**config.mk**
```make
export PLATFORM = sky130hd
export DESIGN_NAME = matrix_mult_sequencer
export DESIGN_NICKNAME = d
export VERILOG_FILES = /design/src/rtl/matrix_mult_sequencer_pkg.sv /design/src/rtl/matrix_mult_sequencer_mac_unit.sv /design/src/rtl/matrix_mult_sequencer.sv
export SDC_FILE = /design/constraint.sdc
export NUM_CORES = 2
export LEC_CHECK = 0
export CORE_MARGIN = 3
export CORE_UTILIZATION = 32
export CTS_BUF_LIST = sky130_fd_sc_hd__clkbuf_4 sky130_fd_sc_hd__clkbuf_8
export DETAILED_ROUTE_END_ITERATION = 8
export PLACE_DENSITY = 0.46
export REMOVE_ABC_BUFFERS = 1
export SYNTH_ARGS = -nofsm -noshare
export SYNTH_HDL_FRONTEND = slang
export SYNTH_SLANG_ARGS = --single-unit
```
**constraint.sdc**
```tcl
create_clock -name clk -period 32.6 [get_ports clk]
set_clock_uncertainty 0.05 [all_clocks]
set_input_delay 9.78 -clock clk [delete_from_list [all_inputs] [get_ports clk]]
set_output_delay 9.78 -clock clk [all_outputs]
set_load 0.05 [all_outputs]
```
**src/rtl/matrix_mult_sequencer_pkg.sv**
```systemverilog
`default_nettype none
// +--------------------------------------------------------------------------+
// | Module   : matrix_pkg                                                    |
// | Purpose  : Shared definitions for the 2x2 matrix multiply sequencer:     |
// |            register map addresses, CTRL/STATUS bit positions, FSM state  |
// |            encoding and default operand/result widths.                   |
// | Revision : 1.0 - initial release                                         |
// +--------------------------------------------------------------------------+
package matrix_pkg;

  localparam int DATA_W_DEFAULT = 16;
  localparam int ACC_W_DEFAULT  = 32;

  // Word addresses on the Avalon-MM slave
  localparam logic [3:0] ADDR_A11    = 4'd0;
  localparam logic [3:0] ADDR_A12    = 4'd1;
  localparam logic [3:0] ADDR_A21    = 4'd2;
  localparam logic [3:0] ADDR_A22    = 4'd3;
  localparam logic [3:0] ADDR_B11    = 4'd4;
  localparam logic [3:0] ADDR_B12    = 4'd5;
  localparam logic [3:0] ADDR_B21    = 4'd6;
  localparam logic [3:0] ADDR_B22    = 4'd7;
  localparam logic [3:0] ADDR_CTRL   = 4'd8;
  localparam logic [3:0] ADDR_STATUS = 4'd9;
  localparam logic [3:0] ADDR_C11    = 4'd10;
  localparam logic [3:0] ADDR_C12    = 4'd11;
  localparam logic [3:0] ADDR_C21    = 4'd12;
  localparam logic [3:0] ADDR_C22    = 4'd13;

  // CTRL bits (write-only)
  localparam int CTRL_START   = 0;
  localparam int CTRL_CLR_ERR = 1;
  localparam int CTRL_CLR_OVF = 2;

  // STATUS bits (read-only)
  localparam int STAT_BUSY = 0;
  localparam int STAT_DONE = 1;
  localparam int STAT_ERR  = 2;
  localparam int STAT_OVF  = 3;

  typedef enum logic [1:0] {
    ST_IDLE  = 2'd0,
    ST_MUL   = 2'd1,
    ST_DRAIN = 2'd2,
    ST_DONE  = 2'd3
  } state_e;

endpackage
`default_nettype wire

```
**src/rtl/matrix_mult_sequencer_mac_unit.sv**
```systemverilog
`default_nettype none
// +--------------------------------------------------------------------------+
// | Module   : mac_unit                                                      |
// | Purpose  : Registered signed multiplier feeding a load/add accumulator   |
// |            with a sticky signed-overflow flag.                           |
// | Ports    : clk, rst        - clock, async active-high reset              |
// |            issue, load     - product request; load=1 starts a new sum    |
// |            op_a, op_b      - signed operands                             |
// |            ovf_clr         - clear the sticky overflow flag              |
// |            result          - value the accumulator takes this cycle      |
// |            result_valid    - result is a finished two-term sum           |
// |            ovf             - sticky overflow flag                        |
// | Revision : 1.0 - initial release                                         |
// +--------------------------------------------------------------------------+
module mac_unit #(
  parameter int DATA_W = 16,
  parameter int ACC_W  = 32
) (
  input  logic                     clk,
  input  logic                     rst,
  input  logic                     issue,
  input  logic                     load,
  input  logic signed [DATA_W-1:0] op_a,
  input  logic signed [DATA_W-1:0] op_b,
  input  logic                     ovf_clr,
  output logic signed [ACC_W-1:0]  result,
  output logic                     result_valid,
  output logic                     ovf
);

  logic signed [2*DATA_W-1:0] mul_full;
  logic signed [ACC_W-1:0]    prod_d, prod_q;
  logic signed [ACC_W-1:0]    acc_d, acc_q;
  logic signed [ACC_W-1:0]    sum;
  logic                       vld_d, vld_q;
  logic                       load_d, load_q;
  logic                       ovf_d, ovf_q;
  logic                       add_ovf;

  always_comb begin
    // Operands widened first so the full-precision product is kept
    mul_full     = (2*DATA_W)'(op_a) * (2*DATA_W)'(op_b);
    prod_d       = issue ? ACC_W'(mul_full) : prod_q;
    vld_d        = issue;
    load_d       = load;
    sum          = acc_q + prod_q;
    // Signed overflow: both addends share a sign that the sum does not
    add_ovf      = (acc_q[ACC_W-1] == prod_q[ACC_W-1]) &&
                   (sum[ACC_W-1] != acc_q[ACC_W-1]);
    result       = load_q ? prod_q : sum;
    result_valid = vld_q && !load_q;
    acc_d        = vld_q ? result : acc_q;
    // A new overflow in the same cycle as a clear takes priority
    ovf_d        = (ovf_q && !ovf_clr) || (result_valid && add_ovf);
  end

  always_ff @(posedge clk or posedge rst) begin
    if (rst) begin
      prod_q <= '0;
      acc_q  <= '0;
      vld_q  <= 1'b0;
      load_q <= 1'b0;
      ovf_q  <= 1'b0;
    end else begin
      prod_q <= prod_d;
      acc_q  <= acc_d;
      vld_q  <= vld_d;
      load_q <= load_d;
      ovf_q  <= ovf_d;
    end
  end

  assign ovf = ovf_q;

endmodule
`default_nettype wire

```
**src/rtl/matrix_mult_sequencer.sv**
```systemverilog
`default_nettype none
// +--------------------------------------------------------------------------+
// | Module   : matrix_mult_sequencer                                         |
// | Purpose  : Avalon-MM slave computing C = A x B for 2x2 signed matrices   |
// |            by sequencing eight products through one shared MAC.          |
// | Ports    : clk, rst             - clock, async active-high reset         |
// |            avs_address[3:0]     - word address                           |
// |            avs_read, avs_write  - bus strobes                            |
// |            avs_writedata[31:0]  - write data                             |
// |            avs_byteenable[3:0]  - byte lanes (only 0/1 used)             |
// |            avs_readdata[31:0]   - read data, one cycle after avs_read    |
// |            irq                  - one-cycle completion pulse             |
// | Revision : 1.0 - initial release                                         |
// +--------------------------------------------------------------------------+
module matrix_mult_sequencer
  import matrix_pkg::*;
#(
  parameter int DATA_W = DATA_W_DEFAULT,  // at most 16: operands live in lanes 0/1
  parameter int ACC_W  = ACC_W_DEFAULT    // must be >= 2*DATA_W
) (
  input  logic        clk,
  input  logic        rst,
  input  logic [3:0]  avs_address,
  input  logic        avs_read,
  input  logic        avs_write,
  input  logic [31:0] avs_writedata,
  input  logic [3:0]  avs_byteenable,
  output logic [31:0] avs_readdata,
  output logic        irq
);

  state_e                   state_q, state_d;
  logic [2:0]               step_q, step_d;
  logic [1:0]               pend_elem_q, pend_elem_d;
  logic [7:0][DATA_W-1:0]   op_q, op_d;      // bus-visible A (0..3) and B (4..7)
  logic [3:0][DATA_W-1:0]   wa_q, wa_d;      // working snapshot of A
  logic [3:0][DATA_W-1:0]   wb_q, wb_d;      // working snapshot of B
  logic [3:0][ACC_W-1:0]    wc_q, wc_d;      // results of the run in flight
  logic [3:0][ACC_W-1:0]    c_q, c_d;        // committed, bus-visible results
  logic                     done_q, done_d;
  logic                     err_q, err_d;
  logic                     irq_q, irq_d;
  logic [31:0]              rdata_q, rdata_d;

  logic                     busy;
  logic                     wr_op, wr_ctrl;
  logic                     start_req, start_acc;
  logic                     clr_err, clr_ovf;
  logic [1:0]               elem;
  logic [1:0]               a_idx, b_idx;
  logic                     mac_issue, mac_load;
  logic signed [DATA_W-1:0] mac_a, mac_b;
  logic signed [ACC_W-1:0]  mac_result;
  logic                     mac_valid;
  logic                     ovf;
  logic [31:0]              rd_word;

  // Upper write lanes carry nothing for this block
  logic unused_bus;
  assign unused_bus = ^{avs_writedata[31:16], avs_byteenable[3:2]};

  // ---------------- bus decode ----------------
  always_comb begin
    busy      = (state_q == ST_MUL) || (state_q == ST_DRAIN);
    wr_op     = avs_write && !avs_address[3];
    wr_ctrl   = avs_write && (avs_address == ADDR_CTRL) && avs_byteenable[0];
    start_req = wr_ctrl && avs_writedata[CTRL_START];
    start_acc = start_req && !busy;
    clr_err   = wr_ctrl && avs_writedata[CTRL_CLR_ERR];
    clr_ovf   = wr_ctrl && avs_writedata[CTRL_CLR_OVF];
  end

  // ---------------- operand registers and error flag ----------------
  always_comb begin
    op_d = op_q;
    if (wr_op && !busy) begin
      for (int b = 0; b < DATA_W; b++) begin
        if (avs_byteenable[b/8]) begin
          op_d[avs_address[2:0]][b] = avs_writedata[b];
        end
      end
    end
    // Rejected writes while busy set err even when a clear arrives together
    err_d = (err_q && !clr_err) || (busy && (wr_op || start_req));
  end

  // ---------------- MAC operand selection ----------------
  // Step k: element e = k>>1 (c11,c12,c21,c22), term t = k&1,
  // product A[e>>1][t] * B[t][e&1].
  always_comb begin
    elem      = step_q[2:1];
    a_idx     = {elem[1], step_q[0]};
    b_idx     = {step_q[0], elem[0]};
    mac_a     = wa_q[a_idx];
    mac_b     = wb_q[b_idx];
    mac_issue = (state_q == ST_MUL);
    mac_load  = !step_q[0];
  end

  mac_unit #(
    .DATA_W (DATA_W),
    .ACC_W  (ACC_W)
  ) u_mac (
    .clk          (clk),
    .rst          (rst),
    .issue        (mac_issue),
    .load         (mac_load),
    .op_a         (mac_a),
    .op_b         (mac_b),
    .ovf_clr      (clr_ovf),
    .result       (mac_result),
    .result_valid (mac_valid),
    .ovf          (ovf)
  );

  // ---------------- sequencer FSM ----------------
  always_comb begin
    state_d     = state_q;
    step_d      = step_q;
    pend_elem_d = pend_elem_q;
    wa_d        = wa_q;
    wb_d        = wb_q;
    wc_d        = wc_q;
    c_d         = c_q;
    done_d      = done_q;
    irq_d       = 1'b0;

    // The MAC result lags its issue by one cycle, so the element index
    // travels alongside it in pend_elem.
    if (mac_valid) begin
      wc_d[pend_elem_q] = mac_result;
    end

    case (state_q)
      ST_IDLE: begin
        state_d = ST_IDLE;
      end
      ST_MUL: begin
        pend_elem_d = elem;
        step_d      = step_q + 3'd1;
        if (step_q == 3'd7) begin
          state_d = ST_DRAIN;
        end
      end
      ST_DRAIN: begin
        state_d = ST_DONE;
        done_d  = 1'b1;
        irq_d   = 1'b1;
      end
      ST_DONE: begin
        c_d     = wc_q;
        state_d = ST_IDLE;
      end
      default: begin
        state_d = ST_IDLE;
      end
    endcase

    // start_acc is only possible from IDLE or DONE
    if (start_acc) begin
      state_d = ST_MUL;
      step_d  = 3'd0;
      wa_d    = op_q[3:0];
      wb_d    = op_q[7:4];
      done_d  = 1'b0;
    end
  end

  // ---------------- read path ----------------
  always_comb begin
    rd_word = 32'h0;
    if (!avs_address[3]) begin
      rd_word = 32'($signed(op_q[avs_address[2:0]]));
    end else begin
      case (avs_address)
        ADDR_STATUS: begin
          rd_word[STAT_BUSY] = busy;
          rd_word[STAT_DONE] = done_q;
          rd_word[STAT_ERR]  = err_q;
          rd_word[STAT_OVF]  = ovf;
        end
        ADDR_C11: rd_word = 32'($signed(c_q[0]));
        ADDR_C12: rd_word = 32'($signed(c_q[1]));
        ADDR_C21: rd_word = 32'($signed(c_q[2]));
        ADDR_C22: rd_word = 32'($signed(c_q[3]));
        default:  rd_word = 32'h0;
      endcase
    end
    rdata_d = avs_read ? rd_word : 32'h0;
  end

  always_ff @(posedge clk or posedge rst) begin
    if (rst) begin
      state_q     <= ST_IDLE;
      step_q      <= '0;
      pend_elem_q <= '0;
      op_q        <= '0;
      wa_q        <= '0;
      wb_q        <= '0;
      wc_q        <= '0;
      c_q         <= '0;
      done_q      <= 1'b0;
      err_q       <= 1'b0;
      irq_q       <= 1'b0;
      rdata_q     <= '0;
    end else begin
      state_q     <= state_d;
      step_q      <= step_d;
      pend_elem_q <= pend_elem_d;
      op_q        <= op_d;
      wa_q        <= wa_d;
      wb_q        <= wb_d;
      wc_q        <= wc_d;
      c_q         <= c_d;
      done_q      <= done_d;
      err_q       <= err_d;
      irq_q       <= irq_d;
      rdata_q     <= rdata_d;
    end
  end

  assign avs_readdata = rdata_q;
  assign irq          = irq_q;

endmodule
`default_nettype wire

```
==> metrics <==
die area=0.119 mm2; global-route wire length before repair=153000 um; final count of pins violating max slew=0; Layout fillers=11300; gr ovfl total=0; Die Span Y=345 um; Avg Cell Area, Syn=11.7 um2; simple-gate share of the synthesized area=8.14%; Remaining DRCs=0; CTS Hold Buffers Added=0; per-cell routed wire length=20.1 um; crit-path cells=clkdlybuf4s50_1 -> buf_4 -> nand2b_1 -> nor2_1 -> and3_4 -> buf_4 -> mux2_2; WP data required=33.11 ns; final setup vio count=0; H-tree depth=3; commonest cells after routing, fill and taps aside=618 x dfrtp_1, 411 x mux2_2, 314 x inv_1; Clock Tree Root=clkbuf_8; Post-synth ARST share=100%; share of cells above drive strength 1=22.7%; final count of hold timing violations=0; cells after synthesis=3131; HPWL Detailed=64500 um; Layout Area Growth over Synthesis=12.3%; CTS Sinks=621; Placer Congestion=0.776; initial antenna violation count=4; Largest stage delay, worst path=0.89 ns; Slew Limit Headroom=18.7%; sequential share of the synthesized area=42.3%; dpl cell area=0.0389 mm2; nets@finish=3608; vias in the first global route=25100; most frequent CP cell=buf_4; Synth cell types=76; critical path capture point type=register; DRT Pass-1 Iters=5; RSZ-0062 raised after global routing=false; DR vias/cell=4.86; Final WS setup=19.65 ns; Worst-Skew Late Latency=0.73 ns; overall global routing resource usage=16.6%; adder-cell share of the synthesized area=18.4%; drt first-iter violations=1028; total number of vias=23100; critical path fanouts, max=71; LEAKAGE=0.0193 uW; Placeable Area=0.113 mm2; status=finished clean; Post-synth EDFFs=0; Row Count=123; routed wire length=95700 um; largest family of logic cells by synthesized area=adder cells; Power per Cell Area=69.9 mW/mm2; TritonCTS Buffers=106; fin crit share=39.7%; CP top delay family=buffers and inverters; Non-Filler Instances=4759; Worst path slowest cell=buf_4; number of synthesis warnings=0; number of synthesized register bits=621; Worst-path clk slew=0.06 ns; setup bufs post-CTS=0; num ports=77; CP Launch Type=input port; CTS resizes=0; post-route minimum period=12.95 ns; initial core utilization=32.5%; pre-CTS setup slack=18.96 ns; Pwr Total=2890 uW; compound-gate portion of the synthesized area=7.80%; antenna-violating nets left=0; WP data arrival=13.46 ns; post-synthesis xor/xnor area fraction=1.36%; Max Root-Sink Buffers=3; worst path buffer plus inverter count=3; most common cell after layout, fill and taps aside=dfrtp_1; largest net degree at the start of global routing=154; design area=0.0413 mm2; CTS tree=yes; fmax=77.2 MHz; Chip Width=345 um; post-synthesis mux area share=17.1%; max cap viols=0; ys flop type=dfrtp_1; maximum vdd drop=32.3 uV; CP Class=input port to register; post-synthesis cell area=0.0367 mm2; setup TNS=0 ns; Hold WC Path Type=register to register; Tightest Pin Transition=1.22 ns; port bufs=58; placed insts=4574
-- metal layers --
metal  share of wire [%]  vias up  track usage (%)
met2                  45      324             26.6
li1                    -    10700                -
met5               0.021        -                0
met1                  49    11900             23.6
met3                 3.3      143             2.42
met4                 2.3        2             4.36
-- cell families after synthesis --
kind of cell | count (synthesis)
fa+ha+maj | 382
compound gates | 462
simple gates | 645
xor+xnor | 57
buf+inv | 466
flops | 621
mux | 498
-- synth_stat cells, drive strengths merged (31+ instances only) --
cell type / count / area, um2
o21ai: 195 / 991
clkbuf: 127 / 498
a31oi: 31 / 200
nand2: 313 / 1170
inv: 315 / 1180
xnor2: 39 / 342
and2: 131 / 820
mux4: 63 / 1420
a22oi: 41 / 308
ha: 119 / 1490
dfrtp: 621 / 15500
mux2: 411 / 4630
fa: 263 / 5270
nor2: 105 / 394
a21oi: 86 / 438
-- worst reg2reg max path: stages (launching register included) --
cell	delay, ns
dfrtp_1	0.52
buf_4	0.49
mux4_2	0.83
nand2_1	0.24
inv_1	0.11
fa_1	0.75
fa_1	0.52
inv_1	0.28
fa_1	0.50
fa_1	0.57
fa_1	0.43
fa_1	0.49
inv_1	0.04
ha_1	0.40
and4_1	0.27
nand4_1	0.17
or4_4	0.59
a21o_1	0.24
a31oi_1	0.19
mux2i_1	0.21
nand3_1	0.09
-- state kept, by name, summed over array words and instances, names as in the netlist, 3 cells and up --
name / flops
wb_q: 64
u_mac.prod_q: 32
op_q: 128
c_q: 128
wc_q: 128
step_q: 3
u_mac.acc_q: 32
wa_q: 64
avs_readdata: 32
-- through the flow --
stage               hold slack (ns)  util (%)
detailed placement            0.415      34.4
floorplan                     0.394         -
finish                        0.422      36.5
global route                  0.450      36.5
global placement              0.407      34.4
CTS                           0.428      36.5
-- power by group --
part / switching (uW) / internal [uW] / leakage, uW
Clock: 324 / 434 / 0.00122
Combinational: 557 / 413 / 0.00985
Sequential: 151 / 1010 / 0.00825
Total: 1030 / 1850 / 0.0193
-- worst paths after layout --
kind                                       start                            to  slack, ns  cells past startpoint
setup / recovery                  avs_address[2]          wa_q[15]$_DFFE_PP0P_      19.65                      7
hold / removal             wc_q[127]$_DFFE_PP0P_         wc_q[127]$_DFFE_PP0P_       0.42                      2
max in group asynchronous                    rst          wc_q[60]$_DFFE_PP0P_      20.11                      5
min in group asynchronous                    rst          op_q[20]$_DFFE_PP0P_       9.48                      2
setup reg to reg           step_q[1]$_DFFE_PP0P_  u_mac.prod_q[31]$_DFFE_PP0P_      24.51                     20
hold reg to reg            wc_q[127]$_DFFE_PP0P_         wc_q[127]$_DFFE_PP0P_       0.42                      2
-- area by class of cell --
type | count | area [um2] | share of cell area, %
Clock inverter | 14 | 146 | 0.355
Tap cell | 1500 | 1880 | 4.55
Sequential cell | 621 | 15500 | 37.7
Timing Repair Buffer | 92 | 846 | 2.05
Antenna cell | 2 | 5.00 | 0.0121
Inverter | 317 | 1200 | 2.90
Clock buffer | 169 | 2160 | 5.24
Multi-Input combinational cell | 2044 | 19500 | 47.2
No activity file was read; power rests on OpenSTA's default activity.
